**src/rtl/shift_arbiter_pkg.sv**
```systemverilog
// Shared widths, op encodings and FSM state type for the shift arbiter and its datapath.
package shift_arbiter_pkg;

  localparam int unsigned DATA_W = 8;
  localparam int unsigned AMT_W  = 3;
  localparam int unsigned OP_W   = 2;
  localparam int unsigned ID_W   = 3;

  localparam logic [OP_W-1:0] OP_SLL = 2'b00;
  localparam logic [OP_W-1:0] OP_SRL = 2'b01;
  localparam logic [OP_W-1:0] OP_ROL = 2'b10;
  localparam logic [OP_W-1:0] OP_ROR = 2'b11;

  typedef enum logic [1:0] {
    StIdle = 2'd0,
    StExec = 2'd1,
    StDone = 2'd2
  } state_e;

endpackage

```
**src/rtl/shift_arbiter_if.sv**
```systemverilog
// Request/result handshake bundle between requesters, consumer and the shift arbiter.
interface shift_arbiter_if #(
  parameter int unsigned NUM_REQ = 4
);
  import shift_arbiter_pkg::*;

  logic [NUM_REQ-1:0]        req_valid;
  logic [NUM_REQ-1:0]        req_ready;
  logic [DATA_W*NUM_REQ-1:0] req_data;
  logic [AMT_W*NUM_REQ-1:0]  req_amt;
  logic [OP_W*NUM_REQ-1:0]   req_op;
  logic                      res_valid;
  logic                      res_ready;
  logic [DATA_W-1:0]         res_data;
  logic [ID_W-1:0]           res_id;

  modport master (
    output req_valid, req_data, req_amt, req_op, res_ready,
    input  req_ready, res_valid, res_data, res_id
  );

  modport slave (
    input  req_valid, req_data, req_amt, req_op, res_ready,
    output req_ready, res_valid, res_data, res_id
  );

endinterface

```
**src/rtl/barrel_shifter_8.sv**
```systemverilog
// Combinational 8-bit shifter/rotator: each output bit is an 8:1 mux indexed by the amount.
module barrel_shifter_8
  import shift_arbiter_pkg::*;
(
  input  logic [DATA_W-1:0] data,
  input  logic [AMT_W-1:0]  amt,
  input  logic [OP_W-1:0]   op,
  output logic [DATA_W-1:0] out
);

  for (genvar i = 0; i < DATA_W; i++) begin : g_bit
    logic [DATA_W-1:0] cand;
    for (genvar s = 0; s < DATA_W; s++) begin : g_amt
      localparam int unsigned Left    = (i + DATA_W - s) % DATA_W;
      localparam int unsigned Right   = (i + s) % DATA_W;
      localparam bit          LeftIn  = (i >= s);
      localparam bit          RightIn = ((i + s) < DATA_W);
      // Logical shifts zero the source bit once it falls off the edge.
      assign cand[s] = (op == OP_ROL) ? data[Left]  :
                       (op == OP_ROR) ? data[Right] :
                       (op == OP_SLL) ? (LeftIn & data[Left]) :
                                        (RightIn & data[Right]);
    end
    assign out[i] = cand[amt];
  end

endmodule

```
**src/rtl/shift_arbiter.sv**
```systemverilog
// Round-robin arbiter sharing one barrel shifter among NUM_REQ requesters (IDLE/EXEC/DONE).
module shift_arbiter
  import shift_arbiter_pkg::*;
#(
  parameter int unsigned NUM_REQ = 4
) (
  input  logic            clk,
  input  logic            rst_n,
  shift_arbiter_if.slave  bus,
  output logic            busy
);

  state_e            state_q;
  logic [ID_W-1:0]   rr_ptr_q;
  logic [DATA_W-1:0] op_data_q;
  logic [AMT_W-1:0]  op_amt_q;
  logic [OP_W-1:0]   op_op_q;
  logic              res_valid_q;
  logic [DATA_W-1:0] res_data_q;
  logic [ID_W-1:0]   res_id_q;

  logic              grant_any;
  logic [ID_W-1:0]   grant_idx;
  logic [7:0]        valid_pad;
  logic [3:0]        sum;
  logic [DATA_W-1:0] sel_data;
  logic [AMT_W-1:0]  sel_amt;
  logic [OP_W-1:0]   sel_op;
  logic [DATA_W-1:0] shift_out;

  // First valid requester found scanning upward from rr_ptr, wrapping at NUM_REQ.
  always_comb begin
    grant_any = 1'b0;
    grant_idx = '0;
    sum       = '0;
    valid_pad = 8'(bus.req_valid);
    for (int k = 0; k < NUM_REQ; k++) begin
      sum = {1'b0, rr_ptr_q} + 4'(k);
      if (sum >= 4'(NUM_REQ)) sum = sum - 4'(NUM_REQ);
      if (!grant_any && valid_pad[sum[2:0]]) begin
        grant_any = 1'b1;
        grant_idx = sum[2:0];
      end
    end
  end

  always_comb begin
    sel_data      = '0;
    sel_amt       = '0;
    sel_op        = '0;
    bus.req_ready = '0;
    for (int j = 0; j < NUM_REQ; j++) begin
      if (grant_idx == ID_W'(j)) begin
        sel_data = bus.req_data[DATA_W*j +: DATA_W];
        sel_amt  = bus.req_amt[AMT_W*j +: AMT_W];
        sel_op   = bus.req_op[OP_W*j +: OP_W];
        bus.req_ready[j] = rst_n && (state_q == StIdle) && grant_any;
      end
    end
  end

  barrel_shifter_8 u_shifter (
    .data (op_data_q),
    .amt  (op_amt_q),
    .op   (op_op_q),
    .out  (shift_out)
  );

  always_ff @(posedge clk or negedge rst_n) begin
    if (!rst_n) begin
      state_q     <= StIdle;
      rr_ptr_q    <= '0;
      op_data_q   <= '0;
      op_amt_q    <= '0;
      op_op_q     <= '0;
      res_valid_q <= 1'b0;
      res_data_q  <= '0;
      res_id_q    <= '0;
    end else begin
      unique case (state_q)
        StIdle: begin
          if (grant_any) begin
            op_data_q <= sel_data;
            op_amt_q  <= sel_amt;
            op_op_q   <= sel_op;
            res_id_q  <= grant_idx;
            rr_ptr_q  <= (grant_idx == ID_W'(NUM_REQ - 1)) ? '0 : grant_idx + 3'd1;
            state_q   <= StExec;
          end
        end
        StExec: begin
          res_data_q  <= shift_out;
          res_valid_q <= 1'b1;
          state_q     <= StDone;
        end
        StDone: begin
          if (bus.res_ready) begin
            res_valid_q <= 1'b0;
            state_q     <= StIdle;
          end
        end
        default: state_q <= StIdle;
      endcase
    end
  end

  assign bus.res_valid = res_valid_q;
  assign bus.res_data  = res_data_q;
  assign bus.res_id    = res_id_q;
  assign busy          = (state_q != StIdle);

endmodule
```
**src/flat_wrapper.sv**
```systemverilog
// flat-port wrapper written by rule: the top's interface ports become plain ports
module shift_arbiter_flat import shift_arbiter_pkg::*;
#(
  parameter int unsigned NUM_REQ = 4
)
  (clk, rst_n, busy, bus_req_valid, bus_req_data, bus_req_amt, bus_req_op, bus_res_ready, bus_req_ready, bus_res_valid, bus_res_data, bus_res_id);
  shift_arbiter_if #(.NUM_REQ(NUM_REQ)) bus_i ();
  input  logic clk;
  input  logic rst_n;
  output logic busy;
  input wire logic [$bits(bus_i.req_valid)-1:0] bus_req_valid;
  input wire logic [$bits(bus_i.req_data)-1:0] bus_req_data;
  input wire logic [$bits(bus_i.req_amt)-1:0] bus_req_amt;
  input wire logic [$bits(bus_i.req_op)-1:0] bus_req_op;
  input wire logic [$bits(bus_i.res_ready)-1:0] bus_res_ready;
  output wire logic [$bits(bus_i.req_ready)-1:0] bus_req_ready;
  output wire logic [$bits(bus_i.res_valid)-1:0] bus_res_valid;
  output wire logic [$bits(bus_i.res_data)-1:0] bus_res_data;
  output wire logic [$bits(bus_i.res_id)-1:0] bus_res_id;
  assign bus_i.req_valid = bus_req_valid;
  assign bus_i.req_data = bus_req_data;
  assign bus_i.req_amt = bus_req_amt;
  assign bus_i.req_op = bus_req_op;
  assign bus_i.res_ready = bus_res_ready;
  assign bus_req_ready = bus_i.req_ready;
  assign bus_res_valid = bus_i.res_valid;
  assign bus_res_data = bus_i.res_data;
  assign bus_res_id = bus_i.res_id;
  shift_arbiter #(.NUM_REQ(NUM_REQ)) u_core (.clk(clk), .rst_n(rst_n), .bus(bus_i), .busy(busy));
endmodule
```
**config.mk**
```make
export PLATFORM = sky130hd
export DESIGN_NAME = shift_arbiter_flat
export DESIGN_NICKNAME = d
export VERILOG_FILES = /design/src/rtl/shift_arbiter_pkg.sv /design/src/rtl/shift_arbiter_if.sv /design/src/rtl/barrel_shifter_8.sv /design/src/rtl/shift_arbiter.sv /design/src/flat_wrapper.sv
export SDC_FILE = /design/constraint.sdc
export NUM_CORES = 1
export LEC_CHECK = 0
export BUFFER_PORTS_ARGS = -buffer_cell sky130_fd_sc_hd__clkbuf_2
export CORE_MARGIN = 2
export CORE_UTILIZATION = 54
export CTS_CLUSTER_DIAMETER = 100
export DETAILED_ROUTE_END_ITERATION = 7
export PLACE_DENSITY = 0.9
export SLEW_MARGIN = 30
export SYNTH_ARGS = -nofsm -noshare
export SYNTH_HDL_FRONTEND = slang
export SYNTH_SLANG_ARGS = --single-unit
```
**constraint.sdc**
```tcl
create_clock -name clk -period 4.2 [get_ports clk]
set_clock_uncertainty 0.05 [all_clocks]
set_input_delay 0.84 -clock clk [delete_from_list [all_inputs] [get_ports clk]]
set_output_delay 0.84 -clock clk [all_outputs]
set_load 0.02 [all_outputs]
```
After elaboration in Yosys (flattened, before gate mapping)
Cells that the tools add are included.

Register bits after elaboration: 30. Input port bits: 59. Output and inout port bits: 17. Logic and storage cells: 231.

Add/sub/neg operators: 8. Magnitude comparators: 9. Equal/unequal tests: 9. Multiplexer cells: 181. Reduce and logical (&&, ||, !) cells: 16.

Operators by type and width (count): $mux W1 (144); $mux W3 (13); $bmux W1 S3 (12); $mux W8 (4); $lt A3 B4 Y1 const B (5); $ge A4 B3 Y1 const B (3); $mux W2 (6); $sub A3 B3 Y3 const B (4); $add A3 B2 Y4 const B (2); $eq A2 B2 Y1 const B (3); $eq A3 B2 Y1 const B (2); $pmux W2 S3 (1); $reduce_and A2 Y1 (3); $logic_and A1 B1 Y1 (5); $add A3 B1 Y4 const B (1); $logic_not A2 Y1 (2); $reduce_bool A2 Y1 (2); $add A3 B1 Y3 const B (1); $eq A3 B1 Y1 const B (1); $ge A3 B3 Y1 const B (1); $logic_not A1 Y1 (3); $logic_not A3 Y1 (1); $eq A2 B1 Y1 const B (1); $ne A2 B1 Y1 const B (1); 2 further kinds (2).

Depth between registers and ports, before layout
Gate-level depths: netlist (run 1).

Depth after elaboration: 19. Depth in mapped cells: 15.

Cells and area by module
From an unflattened synthesis (run 1), not the netlist that was laid out.

Cell total of the unflattened synthesis: 341. Area total of the unflattened synthesis: 2777.7 µm².

Modules (own cells, without submodules): shift_arbiter (instances 1, cells an instance 204, area an instance 1901.8 µm², seq. area each 750.7 µm²); barrel_shifter_8 (instances 1, cells an instance 137, area an instance 875.8 µm², seq. area each 0.0 µm²).

Worst setup path after synthesis (run 1)
No wires, ideal clock.

Path type: register -> output. From: reg u_core.rr_ptr_q[0]. To: out bus_req_ready[3]. Arrival time: 3.101 ns. Data required time: 3.310 ns. Path slack: 0.209 ns. Stages on the path, launching flop included: 13. Path buffers: 3. Cell sequence: dfrtp_1 > buf_6 > inv_1 > ha_1 > mux4_2 > a21oi_1 > a21oi_1 > xnor2_1 > and2_1 > ha_1 > clkbuf_1 > clkbuf_1 > and3_1.

Word-level cells in the longest chain between the ends: 16.

RTL lines: start, declared (line shift_arbiter.sv:14) `logic [ID_W-1:0] rr_ptr_q;`; start signal, assigned (line shift_arbiter.sv:87) `rr_ptr_q <= (grant_idx == ID_W'(NUM_REQ - 1)) ? '0 : grant_idx + 3'd1;`; parallel branches: the longest is 13 deep, another holds $add A3 B1 Y4; $mux W3 * (line shift_arbiter.sv:40) `if (!grant_any && valid_pad[sum[2:0]]) begin`; named net u_core.grant_idx[0] (line shift_arbiter.sv:23) `logic [ID_W-1:0] grant_idx;`; $eq A3 B2 Y1 * (line shift_arbiter.sv:53) `if (grant_idx == ID_W'(j)) begin`; $mux W1 * (line shift_arbiter.sv:53); end, declared (line flat_wrapper.sv:16) `output wire logic [$bits(bus_i.req_ready)-1:0] bus_req_ready;`.

Mark *: on every way through the listed nets, which the timed path passes. The select of a mux whose other input is x is not followed.

Worst setup path in the final report (run 1)
From: reg u_core.rr_ptr_q[1]. To: out bus_req_ready[2].

Word-level cells in the longest chain between the ends: 16.

RTL lines (line): parallel branches: the longest is 15 deep, another holds $add A3 B1 Y4; $mux W1 * (shift_arbiter.sv:53).

Every way passes the cells marked *. The select of a mux whose other input is x is not followed.

==> tab_implementation.tex, run 1 <==
\begin{tabular}{lr}
\hline
Metric & Value \\
\hline
\multicolumn{2}{l}{\textbf{Floorplan}} \\
Initial Utilization & 55.3\% \\
Horizontal extent of the die & 75.9 µm \\
Area of the die & 0.00576 mm² \\
Std-Cell Core Area & 0.00504 mm² \\
Site Rows & 26 \\
Chip height & 75.9 µm \\
Number of top-level pins & 76 \\
\multicolumn{2}{l}{\textbf{Worst setup path}} \\
Type of destination of the critical path & output port \\
Required time of the critical path & 3.31 ns \\
Biggest cell delay along the critical path & 0.62 ns \\
Setup crit start kind & register \\
Cell Chain, Critical Path & inv\_1 -> ha\_1 -> mux4\_2 -> o21ai\_1 -> a21oi\_1 -> xnor2\_2 -> nand2\_1 -> ha\_1 -> and3\_1 -> clkbuf\_2 \\
Crit path buf inv count & 2 \\
Type of the worst setup path & register to output port \\
Worst-path maximum fanout & 8 \\
Crit-path most repeated cell & sky130\_fd\_sc\_hd\_\_ha\_1 \\
CP max-delay cell & sky130\_fd\_sc\_hd\_\_mux4\_2 \\
CP arrival & 3.07 ns \\
Cell type group with the largest total delay on the critical path & adder cells \\
\multicolumn{2}{l}{\textbf{Cells and area}} \\
Most common cell after layout, fill and taps aside & sky130\_fd\_sc\_hd\_\_clkbuf\_2 \\
Leading cell types in the layout, fill and taps excluded & 75 x sky130\_fd\_sc\_hd\_\_clkbuf\_2, 37 x sky130\_fd\_sc\_hd\_\_a21oi\_1, 29 x sky130\_fd\_sc\_hd\_\_dfrtp\_1, 27 x sky130\_fd\_sc\_hd\_\_nor2\_1, 23 x sky130\_fd\_sc\_hd\_\_nand2\_1 \\
Net total in the final layout & 464 \\
Util after Layout & 64.4\% \\
Fraction of final layout cells with drive strength greater than 1 & 28.7\% \\
Antenna diodes & 0 \\
Signed area change from the synthesized netlist to the final layout & 16.5\% \\
\multicolumn{2}{l}{\textbf{Synthesis}} \\
Number of instances in the synthesized netlist & 346 \\
Biggest area contributors in the synthesized netlist & sky130\_fd\_sc\_hd\_\_dfrtp\_1 27\%, sky130\_fd\_sc\_hd\_\_a21oi\_1 6.6\%, sky130\_fd\_sc\_hd\_\_mux4\_2 5.7\%, sky130\_fd\_sc\_hd\_\_a221oi\_1 5.3\%, sky130\_fd\_sc\_hd\_\_nor2b\_1 4.3\% \\
Post-synth ARST share & 100\% \\
Number of distinct standard cells referenced by the synthesized netlist & 52 \\
Post-synthesis area per instance & 8.06 µm² \\
Top FF cell, synth & sky130\_fd\_sc\_hd\_\_dfrtp\_1 \\
Synth Warn \# & 0 \\
Part of the Yosys area used for sequential elements & 26.9\% \\
Synthesis-stage register bit count & 30 \\
Mapped Nets & 411 \\
Mapped cell area & 0.00279 mm² \\
Number of flops mapped to enable cells by yosys & 0 \\
Synth area leader & sky130\_fd\_sc\_hd\_\_dfrtp\_1 \\
Top-area cell type share of the netlist area & 26.9\% \\
\multicolumn{2}{l}{\textbf{Clock network}} \\
Post-CTS Hold Buffers & 0 \\
Clock latency of the later-clocked register in the worst-skew pair & 0.29 ns \\
Cts bufs inserted & 5 \\
H-tree depth & 2 \\
TritonCTS clock tree & yes \\
Clock sink total & 30 \\
Clock tree root buffer cell & sky130\_fd\_sc\_hd\_\_clkbuf\_8 \\
Clock tree buffer depth & 2 \\
Reg clk slew, reported paths & 0.07 ns \\
\multicolumn{2}{l}{\textbf{Timing}} \\
Final setup violating endpoints & 0 \\
Setup TNS & 0 ns \\
Transition time at the pin with the least slew margin & 0.855 ns \\
Max-slew violations & 0 \\
Worst slew margin relative to its limit & 42.9\% \\
Period Utilization, post-route & 94.3\% \\
Fin. Hold Viols & 0 \\
Unrepaired setup endpoints after global routing & false \\
Final period demand of the worst path & 3.96 ns \\
Highest achievable clock rate & 252 MHz \\
\multicolumn{2}{l}{\textbf{Drt}} \\
Number of antenna-violating nets in the routed design & 0 \\
Number of DRC violations after detailed routing & 0 \\
Pre-antenna DRT Iters & 7 \\
DR vias/cell & 6.33 \\
Vias & 2976 \\
Number of design-rule violations left by the first detailed-router iteration & 456 \\
Post-detailed-routing wire length & 7.69 mm \\
Average routed wire per standard cell & 16.4 µm \\
\multicolumn{2}{l}{\textbf{Global route}} \\
Number of antenna violations at the first check in global routing & 0 \\
Via count of the first global-routing pass & 2739 \\
Overflow after GRT & 0 \\
GRT Overall Usage & 28.1\% \\
Maximum number of pins on one net before global-route repair & 40 \\
First-pass GRT wire length & 12.5 mm \\
\multicolumn{2}{l}{\textbf{Power}} \\
VDD IR-drop max & 883 µV \\
Overall power consumption & 3.50 mW \\
Leak pwr & 1.45 nW \\
Cell Pwr Density & 1080 mW/mm² \\
\multicolumn{2}{l}{\textbf{Placement}} \\
Port-buffer cells & 75 \\
Routability cong. & 0.894 \\
Detailed placer's ending HPWL & 5.39 mm \\
\multicolumn{2}{l}{\textbf{Run}} \\
Count of max-cap constraint violations & 0 \\
\multicolumn{2}{l}{\textbf{Min path}} \\
Hold Crit Class & primary input to async pin \\
\multicolumn{2}{l}{\textbf{Status}} \\
Run status & finished clean \\
\hline
\end{tabular}
-- kinds of logic after synthesis --
family	share of synthesized area, %
muxes	11.0
DFF	26.9
buffers and inverters	7.72
adders and majority gates	2.69
AOI/OAI and AO/OA	29.2
xor gates and xnor gates	0.314
and+or+nand+nor	22.2
-- cell usage after synthesis (10+ instances only) --
library cell,instances
sky130_fd_sc_hd__nand2b_1,10
sky130_fd_sc_hd__nand3_1,12
sky130_fd_sc_hd__nor2b_1,19
sky130_fd_sc_hd__nor2_1,27
sky130_fd_sc_hd__nor3_1,15
sky130_fd_sc_hd__a21oi_1,37
sky130_fd_sc_hd__nand2_1,23
sky130_fd_sc_hd__a221oi_1,17
sky130_fd_sc_hd__o21ai_0,11
sky130_fd_sc_hd__clkbuf_1,23
sky130_fd_sc_hd__dfrtp_1,30
sky130_fd_sc_hd__a31oi_1,10
-- per-stage QoR --
step           cells  hold slack [ns]  area, µm²  setup slack (ns)
6_report         470            0.427       3250             0.239
4_1_cts          470            0.433       3240            0.0931
2_1_floorplan    346            0.416       2790             0.209
5_1_grt          470            0.462       3250            0.0629
3_5_place_dp     462            0.420       3130             0.405
3_3_place_gp     462            0.411       3130             0.618
-- power by group --
| part | switching [mW] | internal (mW) |
|---|---|---|
| Combinational | 1.36 | 1.07 |
| Sequential | 0.339 | 0.437 |
| Clock | 0.123 | 0.177 |
| Total | 1.82 | 1.68 |
-- path summary, 6_finish.rpt --
check	start	endpoint	slack [ns]	depth (start not counted)
worst min-delay path	rst_n	u_core.op_op_q[1]$_DFFE_PN0P_	0.43	1
worst max register to register	u_core.rr_ptr_q[1]$_DFFE_PN0P_	u_core.op_amt_q[2]$_DFFE_PN0P_	0.38	13
min in group clk	u_core.bus.res_data[5]$_DFFE_PN0P_	u_core.bus.res_data[5]$_DFFE_PN0P_	0.43	2
worst min register to register	u_core.bus.res_data[5]$_DFFE_PN0P_	u_core.bus.res_data[5]$_DFFE_PN0P_	0.43	2
max in group asynchronous	rst_n	u_core.rr_ptr_q[1]$_DFFE_PN0P_	3.08	2
worst max-delay path	u_core.rr_ptr_q[1]$_DFFE_PN0P_	bus_req_ready[2]	0.24	10
-- layout make-up --
| type | instances | area [µm²] |
|---|---|---|
| Sequential cell | 30 | 752 |
| Clock buffer | 6 | 72.6 |
| Tap cell | 70 | 87.6 |
| Clock inverter | 2 | 37.5 |
| Multi-Input combinational cell | 270 | 1830 |
| Inverter | 9 | 33.8 |
| Timing Repair Buffer | 83 | 435 |
| Fill cell | 407 | 1790 |
-- what timing repair did --
action / CTS / global route
setup buffers: 0 / 0
resized for setup: 0 / 2
setup endpoints to repair: 0 / 5
-- sequential cells by signal, indices dropped and copies added, names as in the netlist --
register and count:
u_core.state_q 2, u_core.op_data_q 8, u_core.bus.res_id 3, u_core.op_amt_q 3, u_core.bus.res_data 8, u_core.op_op_q 2
u_core.rr_ptr_q 3, u_core.bus.res_valid 1
-- routing by layer --
metal	track usage [%]	vias up	wire length (µm)
met5	0	-	0
met1	37.3	1356	3050
met2	46.1	195	3680
li1	-	1403	-
met4	9.55	0	158
met3	5.42	22	797
Note: power is estimated with default switching activity, not from simulation.
==> inputs of run 2 (changes only) <==
--- a/config.mk
+++ b/config.mk
@@ -6,9 +6,12 @@
 export NUM_CORES = 1
 export LEC_CHECK = 0
 export BUFFER_PORTS_ARGS = -buffer_cell sky130_fd_sc_hd__clkbuf_2
+export CELL_PAD_IN_SITES_DETAIL_PLACEMENT = 1
+export CELL_PAD_IN_SITES_GLOBAL_PLACEMENT = 1
 export CORE_MARGIN = 2
-export CORE_UTILIZATION = 54
+export CORE_UTILIZATION = 39
 export CTS_CLUSTER_DIAMETER = 100
+export CTS_CLUSTER_SIZE = 28
 export DETAILED_ROUTE_END_ITERATION = 7
 export PLACE_DENSITY = 0.9
 export SLEW_MARGIN = 30
==> run 2 against run 1 <==
Effect of this change:
- count of clock-buffer cells in the layout down 1
- sequential power about the same
- register-to-register slack worse by 0.02 ns
- total power up 1.2%
- die area up 36%
- maximum frequency up 0.26%
- routed wire length up 14%
- largest cell class unchanged
- highest routed layer unchanged
==> tab_implementation.tex, run 2 (synthesized netlist as in run 1, its figures left out) <==
\begin{tabular}{lr}
\hline
Metric & Value \\
\hline
\multicolumn{2}{l}{\textbf{Worst setup path}} \\
Type of destination of the critical path & output port (unchanged) \\
Cell type group with the largest total delay on the critical path & adder cells (unchanged) \\
Worst-path maximum fanout & 8 (unchanged) \\
Cell Chain, Critical Path & inv\_1 -> ha\_2 -> mux4\_2 -> o21ai\_1 -> a21oi\_1 -> xnor2\_2 -> and2\_1 -> ha\_1 -> and3\_1 -> clkbuf\_2 (was inv\_1 -> ha\_1 -> mux4\_2 -> o21ai\_1 -> a21oi\_1 -> xnor2\_2 -> nand2\_1 -> ha\_1 -> and3\_1 -> clkbuf\_2) \\
Reg-to-Reg End & u\_core.op\_data\_q[0]\$\_DFFE\_PN0P\_ (was u\_core.op\_amt\_q[2]\$\_DFFE\_PN0P\_) \\
Number of cells on the worst reg-to-reg path & 13 (unchanged) \\
Type of the worst setup path & register to output port (unchanged) \\
Worst R2R Start & u\_core.rr\_ptr\_q[1]\$\_DFFE\_PN0P\_ (unchanged) \\
Setup crit start kind & register (unchanged) \\
Crit path buf inv count & 2 (unchanged) \\
CP arrival & 3.06 ns (was 3.07 ns) \\
Biggest cell delay along the critical path & 0.60 ns (was 0.62 ns) \\
Reg2reg setup slack & 0.36 ns (was 0.38 ns) \\
Required time of the critical path & 3.31 ns (about the same) \\
CP max-delay cell & sky130\_fd\_sc\_hd\_\_mux4\_2 (unchanged) \\
\multicolumn{2}{l}{\textbf{Timing}} \\
Final period demand of the worst path & 3.95 ns (was 3.96 ns) \\
Period Utilization, post-route & 94.1\% (was 94.3\%) \\
Transition time at the pin with the least slew margin & 0.876 ns (was 0.855 ns) \\
Worst slew margin relative to its limit & 41.5\% (was 42.9\%) \\
Highest achievable clock rate & 253 MHz (was 252 MHz) \\
Post-layout worst setup margin & 0.249 ns (was 0.239 ns) \\
Fin. Hold Viols & 0 (unchanged) \\
Final setup violating endpoints & 0 (unchanged) \\
Unrepaired setup endpoints after global routing & false (unchanged) \\
Max-slew violations & 0 (unchanged) \\
Setup TNS & 0 ns (unchanged) \\
\multicolumn{2}{l}{\textbf{Placement}} \\
Dpl ws & 0.341 ns (was 0.405 ns) \\
Detailed placer's ending HPWL & 6.51 mm (was 5.39 mm) \\
Routability cong. & 0.887 (was 0.894) \\
Cell area after placement & 0.00317 mm² (was 0.00313 mm²) \\
Port-buffer cells & 75 (unchanged) \\
\multicolumn{2}{l}{\textbf{Drt}} \\
Average routed wire per standard cell & 17.7 µm (was 16.4 µm) \\
Number of DRC violations after detailed routing & 0 (unchanged) \\
Vias & 2936 (was 2976) \\
Pre-antenna DRT Iters & 5 (was 7) \\
Number of antenna-violating nets in the routed design & 0 (unchanged) \\
Number of design-rule violations left by the first detailed-router iteration & 306 (was 456) \\
Post-detailed-routing wire length & 8.76 mm (was 7.69 mm) \\
DR vias/cell & 5.92 (was 6.33) \\
\multicolumn{2}{l}{\textbf{Floorplan}} \\
Initial Utilization & 40.6\% (was 55.3\%) \\
Area of the die & 0.00784 mm² (was 0.00576 mm²) \\
Chip height & 88.6 µm (was 75.9 µm) \\
Std-Cell Core Area & 0.00687 mm² (was 0.00504 mm²) \\
Site Rows & 30 (was 26) \\
Number of top-level pins & 76 (unchanged) \\
Horizontal extent of the die & 88.6 µm (was 75.9 µm) \\
\multicolumn{2}{l}{\textbf{Status}} \\
Run status & finished clean (unchanged) \\
\multicolumn{2}{l}{\textbf{Global route}} \\
First-pass GRT wire length & 14.6 mm (was 12.5 mm) \\
Maximum number of pins on one net before global-route repair & 33 (was 40) \\
Number of antenna violations at the first check in global routing & 0 (unchanged) \\
Overflow after GRT & 0 (unchanged) \\
GRT Overall Usage & 24.0\% (was 28.1\%) \\
Via count of the first global-routing pass & 2917 (was 2739) \\
\multicolumn{2}{l}{\textbf{Clock network}} \\
Post-CTS Hold Buffers & 0 (unchanged) \\
H-tree depth & 2 (unchanged) \\
Clock tree buffer depth & 2 (unchanged) \\
Clock sink total & 30 (unchanged) \\
Clock latency of the later-clocked register in the worst-skew pair & 0.29 ns (about the same) \\
TritonCTS clock tree & yes (unchanged) \\
Clock tree root buffer cell & sky130\_fd\_sc\_hd\_\_clkbuf\_8 (unchanged) \\
Reg clk slew, reported paths & 0.07 ns (about the same) \\
Cts bufs inserted & 5 (unchanged) \\
\multicolumn{2}{l}{\textbf{Min path}} \\
Destination of the worst hold path & u\_core.bus.res\_data[2]\$\_DFFE\_PN0P\_ \\
Hold Crit Class & register to register (was primary input to async pin) \\
Cell count of the worst hold path & 2 \\
Hold path startpoint & u\_core.bus.res\_data[2]\$\_DFFE\_PN0P\_ \\
\multicolumn{2}{l}{\textbf{Power}} \\
Cell Pwr Density & 1080 mW/mm² (about the same) \\
Leak pwr & 1.45 nW (about the same) \\
Switching Fraction & 52.3\% (was 51.9\%) \\
VDD IR-drop max & 551 µV (was 883 µV) \\
Combinational Power Share & 69.9\% (was 69.3\%) \\
Overall power consumption & 3.55 mW (was 3.50 mW) \\
Int Power & 1.69 mW (was 1.68 mW) \\
Sequential share of power & 22.0\% (was 22.2\%) \\
Clk network pwr share & 8.1\% (was 8.5\%) \\
NetSw & 1.86 mW (was 1.82 mW) \\
\multicolumn{2}{l}{\textbf{Cells and area}} \\
Net total in the final layout & 464 (unchanged) \\
Fraction of final layout cells with drive strength greater than 1 & 29.3\% (was 28.7\%) \\
Antenna diodes & 0 (unchanged) \\
Signed area change from the synthesized netlist to the final layout & 18.0\% (was 16.5\%) \\
Leading cell types in the layout, fill and taps excluded & 75 x sky130\_fd\_sc\_hd\_\_clkbuf\_2, 37 x sky130\_fd\_sc\_hd\_\_a21oi\_1, 29 x sky130\_fd\_sc\_hd\_\_dfrtp\_1, 27 x sky130\_fd\_sc\_hd\_\_nor2\_1, 23 x sky130\_fd\_sc\_hd\_\_nand2\_1 (unchanged) \\
Most common cell after layout, fill and taps aside & sky130\_fd\_sc\_hd\_\_clkbuf\_2 (unchanged) \\
Final standard cell area without fillers & 0.00329 mm² (was 0.00325 mm²) \\
Util after Layout & 47.9\% (was 64.4\%) \\
\multicolumn{2}{l}{\textbf{Run}} \\
Count of max-cap constraint violations & 0 (unchanged) \\
\hline
\end{tabular}
## run 2: changes by cell type in the layout (fill, tap and decap cells not counted), sizes merged
cell / previous run / this run
clkinv: 0 / 2
clkbuf: 81 / 80
clkinvlp: 1 / 0
## run 2: worst max path at each step
stage / from / to / depth (start not counted)
6_report: u_core.rr_ptr_q[1]$_DFFE_PN0P_ / bus_req_ready[1] / 10
3_5_place_dp: u_core.rr_ptr_q[1]$_DFFE_PN0P_ / u_core.op_data_q[0]$_DFFE_PN0P_ / 13
3_3_place_gp: u_core.rr_ptr_q[1]$_DFFE_PN0P_ / u_core.op_op_q[1]$_DFFE_PN0P_ / 13
5_1_grt: u_core.rr_ptr_q[1]$_DFFE_PN0P_ / bus_req_ready[1] / 10
2_1_floorplan: u_core.rr_ptr_q[0]$_DFFE_PN0P_ / bus_req_ready[3] / 12
4_1_cts: u_core.rr_ptr_q[1]$_DFFE_PN0P_ / bus_req_ready[1] / 10
## run 2: cell type report
cell class	instances	area (µm²)
timing repair buffer	83	435
fill	873	3580
inverter	9	33.8
clock buffer	5	68.8
clock inverter	3	40.0
tap	96	120
multi-input combinational	270	1840
sequential	30	752
## run 2: through the flow
stage / instances / hold WS, ns
2_1_floorplan: 346 / 0.416
5_1_grt: 496 / 0.457
4_1_cts: 496 / 0.439
6_report: 496 / 0.432
3_5_place_dp: 488 / 0.425
3_3_place_gp: 488 / 0.422
## run 2: power groups by stage
| stage | Sequential (mW) | Combinational [mW] | Clock (mW) |
|---|---|---|---|
| 2_1_floorplan | 0.586 | 2.08 | 0 |
| 3_3_place_gp | 0.762 | 2.34 | 0 |
| 3_5_place_dp | 0.773 | 2.43 | 0 |
| 4_1_cts | 0.769 | 2.46 | 0.295 |
| 5_1_grt | 0.812 | 2.77 | 0.306 |
| 6_report | 0.779 | 2.48 | 0.286 |
## run 2: timing repair
| item | CTS | global route |
|---|---|---|
| endpoints found under the setup margin | 0 | 5 |
| resized for setup | 0 | 3 |
| setup buffers | 0 | 0 |
## run 2: worst min-delay path: cells and delay by family, from the launching register on
| family | cells | cell delay [ns] |
|---|---|---|
| flops | 1 | 0.34 |
| compound gates | 1 | 0.06 |
| simple gates | 1 | 0.05 |
## run 2: layer usage
metal | track usage, % | share of wire [%] | vias to the layer above
met5 | 0 | 0 | -
met4 | 9.37 | 2.3 | 0
met3 | 4.57 | 6.5 | 15
met2 | 37.9 | 47 | 132
met1 | 32.5 | 44 | 1394
li1 | - | - | 1395
==> inputs of run 3 (changes only) <==
--- a/config.mk
+++ b/config.mk
@@ -14,6 +14,7 @@
 export CTS_CLUSTER_SIZE = 28
 export DETAILED_ROUTE_END_ITERATION = 7
 export PLACE_DENSITY = 0.9
+export RECOVER_POWER = 50
 export SLEW_MARGIN = 30
 export SYNTH_ARGS = -nofsm -noshare
 export SYNTH_HDL_FRONTEND = slang
==> run 3 against run 2 <==
Effect of this change:
- die area stayed put
- final area is 0.38% lower
- sequential share of layout area is 0.087 points higher
- sequential cell count stayed put
- hold slack hardly changed
- final cell count stayed put
- via count is 0.85% higher
- combinational power hardly changed
- total power is 0.35% lower
- sequential power hardly changed
- register-to-register slack hardly changed
- non-clock buffer count stayed put
- critical path type unchanged
- largest cell class unchanged
- largest power group unchanged
- highest routed layer unchanged
==> tab_implementation.tex, run 3 (synthesized netlist as in run 1, its figures left out) <==
\begin{tabular}{lr}
\hline
Metric & Value \\
\hline
\multicolumn{2}{l}{\textbf{Status}} \\
Run status & finished clean (unchanged) \\
\multicolumn{2}{l}{\textbf{Clock network}} \\
Cts bufs inserted & 5 (unchanged) \\
Clock tree buffer depth & 2 (unchanged) \\
H-tree depth & 2 (unchanged) \\
Clock sink total & 30 (unchanged) \\
Clock tree root buffer cell & sky130\_fd\_sc\_hd\_\_clkbuf\_8 (unchanged) \\
TritonCTS clock tree & yes (unchanged) \\
Reg clk slew, reported paths & 0.07 ns (about the same) \\
Clock latency of the later-clocked register in the worst-skew pair & 0.29 ns (about the same) \\
\multicolumn{2}{l}{\textbf{Run}} \\
Count of max-cap constraint violations & 0 (unchanged) \\
\multicolumn{2}{l}{\textbf{Global route}} \\
Via count of the first global-routing pass & 2917 (unchanged) \\
Maximum number of pins on one net before global-route repair & 33 (unchanged) \\
Overflow after GRT & 0 (unchanged) \\
First-pass GRT wire length & 14.6 mm (unchanged) \\
Number of antenna violations at the first check in global routing & 0 (unchanged) \\
GRT Overall Usage & 24.0\% (unchanged) \\
\multicolumn{2}{l}{\textbf{Drt}} \\
Number of antenna-violating nets in the routed design & 0 (unchanged) \\
DR vias/cell & 5.97 (was 5.92) \\
Pre-antenna DRT Iters & 4 (was 5) \\
Vias & 2961 (was 2936) \\
Number of design-rule violations left by the first detailed-router iteration & 221 (was 306) \\
Post-detailed-routing wire length & 8.72 mm (was 8.76 mm) \\
Average routed wire per standard cell & 17.6 µm (was 17.7 µm) \\
Number of DRC violations after detailed routing & 0 (unchanged) \\
\multicolumn{2}{l}{\textbf{Floorplan}} \\
Area of the die & 0.00784 mm² (unchanged) \\
Number of top-level pins & 76 (unchanged) \\
Site Rows & 30 (unchanged) \\
Horizontal extent of the die & 88.6 µm (unchanged) \\
Std-Cell Core Area & 0.00687 mm² (unchanged) \\
Chip height & 88.6 µm (unchanged) \\
Initial Utilization & 40.6\% (unchanged) \\
\multicolumn{2}{l}{\textbf{Timing}} \\
Worst slew margin relative to its limit & 27.3\% (was 41.5\%) \\
Fin. Hold Viols & 0 (unchanged) \\
Period Utilization, post-route & 94.0\% (was 94.1\%) \\
Transition time at the pin with the least slew margin & 1.09 ns (was 0.876 ns) \\
Setup TNS & 0 ns (unchanged) \\
Unrepaired setup endpoints after global routing & false (unchanged) \\
Max-slew violations & 0 (unchanged) \\
Final period demand of the worst path & 3.95 ns (about the same) \\
Highest achievable clock rate & 253 MHz (about the same) \\
Final setup violating endpoints & 0 (unchanged) \\
Post-layout worst setup margin & 0.252 ns (was 0.249 ns) \\
\multicolumn{2}{l}{\textbf{Min path}} \\
Cell count of the worst hold path & 2 (unchanged) \\
Hold Crit Class & register to register (unchanged) \\
Hold path startpoint & u\_core.bus.res\_data[2]\$\_DFFE\_PN0P\_ (unchanged) \\
\multicolumn{2}{l}{\textbf{Worst setup path}} \\
Crit path buf inv count & 2 (unchanged) \\
Required time of the critical path & 3.31 ns (about the same) \\
Crit. Startpoint & u\_core.rr\_ptr\_q[1]\$\_DFFE\_PN0P\_ (unchanged) \\
Setup crit start kind & register (unchanged) \\
Reg-to-Reg End & u\_core.op\_data\_q[0]\$\_DFFE\_PN0P\_ (unchanged) \\
Reg2reg setup slack & 0.37 ns (was 0.36 ns) \\
Cell Chain, Critical Path & inv\_1 -> ha\_2 -> mux4\_2 -> o21ai\_1 -> a21oi\_1 -> xnor2\_2 -> and2\_1 -> ha\_1 -> and3\_1 -> clkbuf\_2 (unchanged) \\
Type of destination of the critical path & output port (unchanged) \\
CP max-delay cell & sky130\_fd\_sc\_hd\_\_mux4\_2 (unchanged) \\
Number of cells on the critical path & 10 (unchanged) \\
Type of the worst setup path & register to output port (unchanged) \\
Cell type group with the largest total delay on the critical path & adder cells (unchanged) \\
CP arrival & 3.06 ns (about the same) \\
Biggest cell delay along the critical path & 0.60 ns (about the same) \\
Worst R2R Start & u\_core.rr\_ptr\_q[1]\$\_DFFE\_PN0P\_ (unchanged) \\
Number of cells on the worst reg-to-reg path & 13 (unchanged) \\
Capture point of the worst path & bus\_req\_ready[1] (unchanged) \\
Worst-path maximum fanout & 8 (unchanged) \\
\multicolumn{2}{l}{\textbf{Power}} \\
Sequential share of power & 22.0\% (about the same) \\
NetSw & 1.85 mW (was 1.86 mW) \\
VDD IR-drop max & 550 µV (was 551 µV) \\
Combinational Power Share & 69.8\% (was 69.9\%) \\
Clk network pwr share & 8.2\% (was 8.1\%) \\
Cell Pwr Density & 1080 mW/mm² (about the same) \\
Int Power & 1.68 mW (was 1.69 mW) \\
Switching Fraction & 52.4\% (was 52.3\%) \\
Leak pwr & 1.43 nW (was 1.45 nW) \\
\multicolumn{2}{l}{\textbf{Cells and area}} \\
Signed area change from the synthesized netlist to the final layout & 17.6\% (was 18.0\%) \\
Net total in the final layout & 464 (unchanged) \\
Most common cell after layout, fill and taps aside & sky130\_fd\_sc\_hd\_\_clkbuf\_2 (unchanged) \\
Fraction of final layout cells with drive strength greater than 1 & 27.3\% (was 29.3\%) \\
Antenna diodes & 0 (unchanged) \\
Fillers & 873 (unchanged) \\
Number of cells in the finished layout apart from fillers & 496 (unchanged) \\
Leading cell types in the layout, fill and taps excluded & 68 x sky130\_fd\_sc\_hd\_\_clkbuf\_2, 37 x sky130\_fd\_sc\_hd\_\_a21oi\_1, 29 x sky130\_fd\_sc\_hd\_\_dfrtp\_1, 27 x sky130\_fd\_sc\_hd\_\_nor2\_1, 23 x sky130\_fd\_sc\_hd\_\_nand2\_1 (was 75 x sky130\_fd\_sc\_hd\_\_clkbuf\_2, 37 x sky130\_fd\_sc\_hd\_\_a21oi\_1, 29 x sky130\_fd\_sc\_hd\_\_dfrtp\_1, 27 x sky130\_fd\_sc\_hd\_\_nor2\_1, 23 x sky130\_fd\_sc\_hd\_\_nand2\_1) \\
\multicolumn{2}{l}{\textbf{Placement}} \\
Cell count after placement & 488 (unchanged) \\
Port-buffer cells & 75 (unchanged) \\
Dpl ws & 0.341 ns (unchanged) \\
Routability cong. & 0.887 (unchanged) \\
Detailed placer's ending HPWL & 6.51 mm (unchanged) \\
\hline
\end{tabular}
## run 3: cell count changes in the layout (fill, tap and decap cells not counted), sizes merged
cell / previous run / this run
buf: 8 / 7
clkbuf: 80 / 81
## run 3: power by group through the flow
stage               logic (mW)  registers, mW  clock network (mW)
CTS                       2.46          0.769               0.295
detailed placement        2.43          0.773                   0
global placement          2.34          0.762                   0
global route              2.76          0.812               0.306
finish                    2.47          0.778               0.288
floorplan                 2.08          0.586                   0
## run 3: repair_timing
action	4_1_cts	5_1_grt
setup endpoints to repair	0	5
resized for setup	0	3
setup buffers	0	0
hold buffers	0	0
## run 3: area by class of cell
type,count,area (µm²),area share (%)
Clock buffer,5,68.8,2.10
Clock inverter,3,40.0,1.22
Inverter,9,33.8,1.03
Multi-Input combinational cell,270,1840,56.2
Sequential cell,30,752,22.9
Tap cell,96,120,3.66
Timing Repair Buffer,83,423,12.9
## run 3: worst reg2reg max path: stages (launching register included)
cell and delay [ns]:
sky130_fd_sc_hd__dfrtp_2 0.44, sky130_fd_sc_hd__inv_1 0.10, sky130_fd_sc_hd__ha_2 0.41, sky130_fd_sc_hd__mux4_2 0.60
sky130_fd_sc_hd__o21ai_1 0.16, sky130_fd_sc_hd__a21oi_1 0.12, sky130_fd_sc_hd__xnor2_2 0.16, sky130_fd_sc_hd__and2_1 0.18
sky130_fd_sc_hd__ha_1 0.21, sky130_fd_sc_hd__nor2b_1 0.68, sky130_fd_sc_hd__a221oi_1 0.24, sky130_fd_sc_hd__nor3_1 0.20
sky130_fd_sc_hd__a21oi_1 0.06, sky130_fd_sc_hd__a21oi_1 0.15
## run 3: layer usage
layer / up-vias / wire [µm] / global-route usage [%]
li1: 1398 / - / -
met1: 1421 / 3790 / 32.5
met2: 127 / 4110 / 37.9
met3: 15 / 615 / 4.57
met4: 0 / 202 / 9.37
met5: - / 0 / 0
## run 3: worst min path at each step
stage          slack, ns                                  to
2_1_floorplan       0.42    u_core.bus.res_valid$_DFFE_PN0P_
3_3_place_gp        0.42  u_core.bus.res_data[5]$_DFFE_PN0P_
3_5_place_dp        0.43  u_core.bus.res_data[0]$_DFFE_PN0P_
4_1_cts             0.44  u_core.bus.res_data[0]$_DFFE_PN0P_
5_1_grt             0.46  u_core.bus.res_data[5]$_DFFE_PN0P_
6_report            0.43  u_core.bus.res_data[2]$_DFFE_PN0P_
## run 3: stage by stage
step / area (µm²) / hold slack (ns) / utilization, % / power (mW)
finish: 3280 / 0.433 / 47.7 / 3.53
global route: 3280 / 0.457 / 47.7 / 3.88
CTS: 3280 / 0.439 / 47.8 / 3.52
detailed placement: 3170 / 0.425 / 46.2 / 3.20
global placement: 3170 / 0.422 / 46.2 / 3.10
floorplan: 2790 / 0.416 / - / 2.66
